`src/rtl/input_mem_pkg.sv`:
```
`default_nettype none
// ============================================================================
// Module  : input_mem_pkg
// Purpose : Shared sizes and FSM encoding for the input pixel memory.
// Revision: 1.0
// ============================================================================
package input_mem_pkg;

    localparam int IMEM_BYTES  = 64;
    localparam int IMEM_ADDR_W = 6;
    localparam int IMEM_CNT_W  = 5;

    typedef enum logic [0:0] {
        ST_FILL = 1'b0,
        ST_FULL = 1'b1
    } imem_state_t;

endpackage : input_mem_pkg
`default_nettype wire

```
`src/rtl/imem_array.sv`:
```
`default_nettype none
// ============================================================================
// Module  : imem_array
// Purpose : 64x8 pixel store with word write port and three byte read ports.
// Revision: 1.0
// ============================================================================
module imem_array #(
    parameter int MEM_BYTES = 64,
    parameter int ADDR_W    = 6
) (
    input  logic              clk_i,
    input  logic              rst_i,
    input  logic              we_i,
    input  logic [ADDR_W-3:0] waddr_i,
    input  logic [31:0]       wdata_i,
    input  logic              rd_en_i,
    input  logic [7:0]        raddr_b_i,
    input  logic [7:0]        raddr_g_i,
    input  logic [7:0]        raddr_r_i,
    output logic [7:0]        pix_b_o,
    output logic [7:0]        pix_g_o,
    output logic [7:0]        pix_r_o,
    output logic              pix_valid_o
);

    logic [7:0] mem_q [MEM_BYTES];
    logic [7:0] pix_b_q, pix_g_q, pix_r_q;
    logic       pix_valid_q;

    logic [ADDR_W-1:0] ab_w, ag_w, ar_w;
    logic [7:0]        pix_b_d, pix_g_d, pix_r_d;

    // Upper address bits are discarded so reads wrap modulo the capacity.
    function automatic logic [ADDR_W-1:0] wrap_addr(input logic [7:0] a);
        return ADDR_W'(a % 8'(MEM_BYTES));
    endfunction

    function automatic logic [7:0] rd_byte(
        input logic [ADDR_W-1:0] a,
        input logic [7:0]        cur,
        input logic              we,
        input logic [ADDR_W-3:0] wa,
        input logic [31:0]       wd
    );
        logic [7:0] b;
        b = cur;
        if (we && (a[ADDR_W-1:2] == wa)) begin
            case (a[1:0])
                2'd0:    b = wd[31:24];
                2'd1:    b = wd[23:16];
                2'd2:    b = wd[15:8];
                default: b = wd[7:0];
            endcase
        end
        return b;
    endfunction

    always_comb begin
        ab_w    = wrap_addr(raddr_b_i);
        ag_w    = wrap_addr(raddr_g_i);
        ar_w    = wrap_addr(raddr_r_i);
        pix_b_d = rd_byte(ab_w, mem_q[ab_w], we_i, waddr_i, wdata_i);
        pix_g_d = rd_byte(ag_w, mem_q[ag_w], we_i, waddr_i, wdata_i);
        pix_r_d = rd_byte(ar_w, mem_q[ar_w], we_i, waddr_i, wdata_i);
    end

    always_ff @(posedge clk_i or posedge rst_i) begin
        if (rst_i) begin
            for (int i = 0; i < MEM_BYTES; i++) begin
                mem_q[ADDR_W'(i)] <= 8'h00;
            end
        end else if (we_i) begin
            // Byte offset 0 is the most significant byte of the bus word.
            for (int i = 0; i < 4; i++) begin
                mem_q[{waddr_i, i[1:0]}] <= wdata_i[8*(3-i) +: 8];
            end
        end
    end

    always_ff @(posedge clk_i or posedge rst_i) begin
        if (rst_i) begin
            pix_b_q     <= 8'h00;
            pix_g_q     <= 8'h00;
            pix_r_q     <= 8'h00;
            pix_valid_q <= 1'b0;
        end else begin
            pix_valid_q <= rd_en_i;
            if (rd_en_i) begin
                pix_b_q <= pix_b_d;
                pix_g_q <= pix_g_d;
                pix_r_q <= pix_r_d;
            end
        end
    end

    assign pix_b_o     = pix_b_q;
    assign pix_g_o     = pix_g_q;
    assign pix_r_o     = pix_r_q;
    assign pix_valid_o = pix_valid_q;

endmodule : imem_array
`default_nettype wire

```
`src/rtl/input_mem.sv`:
```
`default_nettype none
// ============================================================================
// Module  : input_mem
// Purpose : Fills a 16-word pixel buffer from a ready/valid bus and serves
//           three registered byte reads per cycle.
// Revision: 1.0
// ============================================================================
module input_mem
    import input_mem_pkg::*;
#(
    parameter int MEM_BYTES = IMEM_BYTES,
    parameter int ADDR_W    = IMEM_ADDR_W
) (
    input  logic                  I_IMEM_HCLK,
    input  logic                  I_IMEM_HRESET,
    input  logic [31:0]           I_IMEM_RDATA,
    input  logic                  I_IMEM_RDATA_VALID,
    output logic                  O_IMEM_RDATA_READY,
    input  logic                  I_IMEM_CLEAR,
    input  logic                  I_IMEM_RD_EN,
    input  logic [7:0]            I_IMEM_PIXEL_ADDRB,
    input  logic [7:0]            I_IMEM_PIXEL_ADDRG,
    input  logic [7:0]            I_IMEM_PIXEL_ADDRR,
    output logic [7:0]            O_IMEM_PIXEL_B,
    output logic [7:0]            O_IMEM_PIXEL_G,
    output logic [7:0]            O_IMEM_PIXEL_R,
    output logic                  O_IMEM_PIXEL_VALID,
    output logic                  O_IMEM_FULL,
    output logic [IMEM_CNT_W-1:0] O_IMEM_WORD_COUNT
);

    localparam int WORDS = MEM_BYTES / 4;

    imem_state_t           state_q, state_d;
    logic [IMEM_CNT_W-1:0] count_q, count_d;
    logic                  xfer_w;

    always_ff @(posedge I_IMEM_HCLK or posedge I_IMEM_HRESET) begin
        if (I_IMEM_HRESET) begin
            state_q <= ST_FILL;
            count_q <= '0;
        end else begin
            state_q <= state_d;
            count_q <= count_d;
        end
    end

    // Clear has priority over a coincident transfer, which is then dropped.
    always_comb begin
        state_d = state_q;
        count_d = count_q;
        xfer_w  = I_IMEM_RDATA_VALID && (state_q == ST_FILL) && !I_IMEM_CLEAR;
        if (I_IMEM_CLEAR) begin
            state_d = ST_FILL;
            count_d = '0;
        end else if (xfer_w) begin
            count_d = count_q + IMEM_CNT_W'(1);
            if (count_q == IMEM_CNT_W'(WORDS - 1)) begin
                state_d = ST_FULL;
            end
        end
    end

    assign O_IMEM_RDATA_READY = (state_q == ST_FILL);
    assign O_IMEM_FULL        = (state_q == ST_FULL);
    assign O_IMEM_WORD_COUNT  = count_q;

    imem_array #(
        .MEM_BYTES (MEM_BYTES),
        .ADDR_W    (ADDR_W)
    ) u_array (
        .clk_i       (I_IMEM_HCLK),
        .rst_i       (I_IMEM_HRESET),
        .we_i        (xfer_w),
        .waddr_i     (count_q[ADDR_W-3:0]),
        .wdata_i     (I_IMEM_RDATA),
        .rd_en_i     (I_IMEM_RD_EN),
        .raddr_b_i   (I_IMEM_PIXEL_ADDRB),
        .raddr_g_i   (I_IMEM_PIXEL_ADDRG),
        .raddr_r_i   (I_IMEM_PIXEL_ADDRR),
        .pix_b_o     (O_IMEM_PIXEL_B),
        .pix_g_o     (O_IMEM_PIXEL_G),
        .pix_r_o     (O_IMEM_PIXEL_R),
        .pix_valid_o (O_IMEM_PIXEL_VALID)
    );

endmodule : input_mem
`default_nettype wire

```
`config.mk`:
```
export PLATFORM = sky130hd
export DESIGN_NAME = input_mem
export DESIGN_NICKNAME = d
export VERILOG_FILES = /design/src/rtl/input_mem_pkg.sv /design/src/rtl/imem_array.sv /design/src/rtl/input_mem.sv
export SDC_FILE = /design/constraint.sdc
export NUM_CORES = 1
export LEC_CHECK = 0
export ABC_AREA = 0
export ABC_CLOCK_PERIOD_IN_PS = 16100
export CAP_MARGIN = 10
export CORE_AREA = 5 5 226 228
export DETAILED_ROUTE_END_ITERATION = 8
export DIE_AREA = 0 0 231 233
export PLACE_DENSITY_LB_ADDON = 0.08
export SLEW_MARGIN = 20
export SYNTH_ARGS = -nofsm -noshare
export SYNTH_HDL_FRONTEND = slang
export SYNTH_SLANG_ARGS = --single-unit
```
`constraint.sdc`:
```
create_clock -name I_IMEM_HCLK -period 16.1 [get_ports I_IMEM_HCLK]
set_input_delay 4.025 -clock I_IMEM_HCLK [delete_from_list [all_inputs] [get_ports I_IMEM_HCLK]]
set_output_delay 4.025 -clock I_IMEM_HCLK [all_outputs]
set_load 0.02 [all_outputs]
```
==> metrics <==
status finished, final reports clean; Setup WS pre-CTS 8771 ps; power share of the sequential group 44.5%; via count 22,140; Slew HR 13.39%; Final Hold Fails 0; Overall Global Routing Usage 37.44%; cell area after layout 35,740 µm²; Yosys cell types 56; FP Rows 81; First-pass DRT Iterations 5; static leakage 13.70 nW; first-pass GRT wire length 148.0 mm; critical path cell sequence clkdlybuf4s50_1, nor2b_1, nand2b_1, nor3_1, nand2_2, mux2_2; Placed Area 33,640 µm²; setup TNS 0 ps; Post-synth EDFFs 256; Die Width 231 µm; syn nets 2,168; Syn. warnings 0; Initial DRC Count 3,169; Cell Pwr Density 106.1 nW/µm²; final setup violation count 0; clock power share 37.8%; Final WS setup 9193 ps; hold_buf cts 0; Switching Share 26.63%; Max-cap violations 0; vias per std cell 8.043; nets 2,137; H-tree Lvls 2; Synth top area share 28.43%; CP Capture Type flop; sw power 1.010 mW; Final ANT Viol Nets 0; Crit path required time 16,600 ps; Critical Path Source Type primary input; Buf/Inv on CP 1; area grow syn2layout 9.498%; share of the clock period used by the worst path 42.90%; CTS resizes 0; Post-synth ARST share 52.85%; final std cells w/o fill 2,753; worst-margin pin slew 1296 ps; Post-Syn Instances 2,102; Pwr Total 3.794 mW; CTS Sinks 543; sequential share of the synthesized area 45.55%; Starting Density 67.10%; fin. max-slew vios 0; wire per inst 36.20 µm; CP max FO 32; Max Freq 144.8 MHz; combinational cell fraction of total power 17.7%; die area 53,820 µm²; Ports 93; register bit count reported by yosys 543; worst hold path class reg2reg; WS Path Type in2reg; hpwl dp 57.89 mm; fin crit period 6907 ps; CTS tree yes; Worst path slowest cell nand2_2; RSZ-0062 raised after global routing false; largest net degree at the start of global routing 166; initial antenna violation count 11; most common cell after layout, fill and taps aside mux4_2; Mapped Area 32,640 µm²; root buffer cell clkbuf_16; Post-Route WL 99.65 mm; Final Skew 11.27 ps; max incr delay on CP 820 ps; Port Buffer Count 86; top post-synthesis cells by area mux4_2, edfxtp_1, dfrtp_1; layout cells sized above 1 41.65%; most frequent cells in the layout mux4_2, mux2_2, dfrtp_1; Post-Route Utilization 73.47%; Mapped Avg Cell Area 15.53 µm²; total CTS buffers 57; final hold slack 551.1 ps; clk buf depth 3; # DRC 0; vias in the first global route 22,270; ys flop type dfrtp_1; latest clock arrival within the worst-skew pair 630 ps; biggest area consumer among synthesized cells mux4_2; Int Pwr 2.784 mW; delay-heaviest family, CP simple AND/OR/NAND/NOR gates; GP Congestion 0.9036; Die Y-Extent 233 µm; Worst EP arrival 7410 ps; placed cells 2,633; Core Area 48,650 µm²; Worst IR Drop VDD 94.51 µV; grt ovf 0; Post-CTS Setup Inserts 0; clock transition at the registers of the reported paths 60 ps
-- registers in the layout (all words and copies together) (netlist names) --
name,flops
u_array.pix_b_o,8
u_array.mem_q,512
O_IMEM_WORD_COUNT,5
O_IMEM_FULL,1
u_array.pix_valid_o,1
u_array.pix_g_o,8
u_array.pix_r_o,8
-- power by group through the flow --
stage	combinational [mW]	sequential, mW	clock [mW]
CTS	0.662	1.68	1.45
floorplan	0.484	1.67	0
detailed placement	0.659	1.71	0
finish	0.671	1.69	1.43
global placement	0.646	1.70	0
global route	0.708	1.70	1.50
-- per-layer routing --
metal  vias to the layer above  global-route usage (%)  wire (µm)
met1                     11470                   51.75      35180
li1                       8516                       -          -
met3                       349                   11.23      13490
met4                         0                   17.20       5318
met2                      1806                   55.98      45660
met5                         -                       0          0
-- cell type report --
type / instances / area, µm²
multi-input cells: 1312 / 16690
flip-flops and latches: 543 / 14870
fillers: 3084 / 12900
clock buffers: 74 / 1583
repair buffers: 135 / 1259
well taps: 622 / 778.2
clock inverters: 34 / 446.7
inverters: 22 / 90.09
diodes: 11 / 27.53
-- path summary, 6_finish.rpt --
| check | cells after the start | startpoint | slack (ps) | endpoint |
|---|---|---|---|---|
| min in group asynchronous | 2 | I_IMEM_HRESET | 4090 | u_array.mem_q[271] |
| max reg2reg | 3 | O_IMEM_WORD_COUNT[0] | 12120 | u_array.mem_q[9] |
| max in group asynchronous | 4 | I_IMEM_HRESET | 10470 | u_array.mem_q[256] |
| min reg2reg | 1 | u_array.mem_q[403] | 550 | u_array.mem_q[403] |
| max | 6 | I_IMEM_RDATA_VALID | 9190 | u_array.mem_q[396] |
| min | 1 | u_array.mem_q[403] | 550 | u_array.mem_q[403] |
-- Yosys cell counts (6+ instances only) --
cell	count
buf_4	28
dfrtp_1	287
nor4_1	6
clkbuf_1	91
inv_1	20
nand2_1	64
buf_6	7
a2111oi_0	11
xor2_1	10
buf_1	41
buf_2	58
nand2b_1	9
nor2_1	38
a31oi_1	7
nand3_1	24
a22oi_1	12
nand4_1	9
mux2_2	292
a21oi_1	36
o22ai_1	26
mux2i_1	100
and3_1	41
o211ai_1	8
edfxtp_1	256
and2_1	49
a211oi_1	30
nor3_1	21
nor2b_1	27
o21ai_0	24
mux4_2	412
-- kinds of logic after synthesis --
kind of cell	share of synthesized area, %
buffers and inverters	3.546
muxes	41.57
DFF	45.55
AOI/OAI and AO/OA	3.891
xor gates and xnor gates	0.4025
and+or+nand+nor	4.853
adders and majority gates	0.1917
No activity file was read; power rests on OpenSTA's default activity.
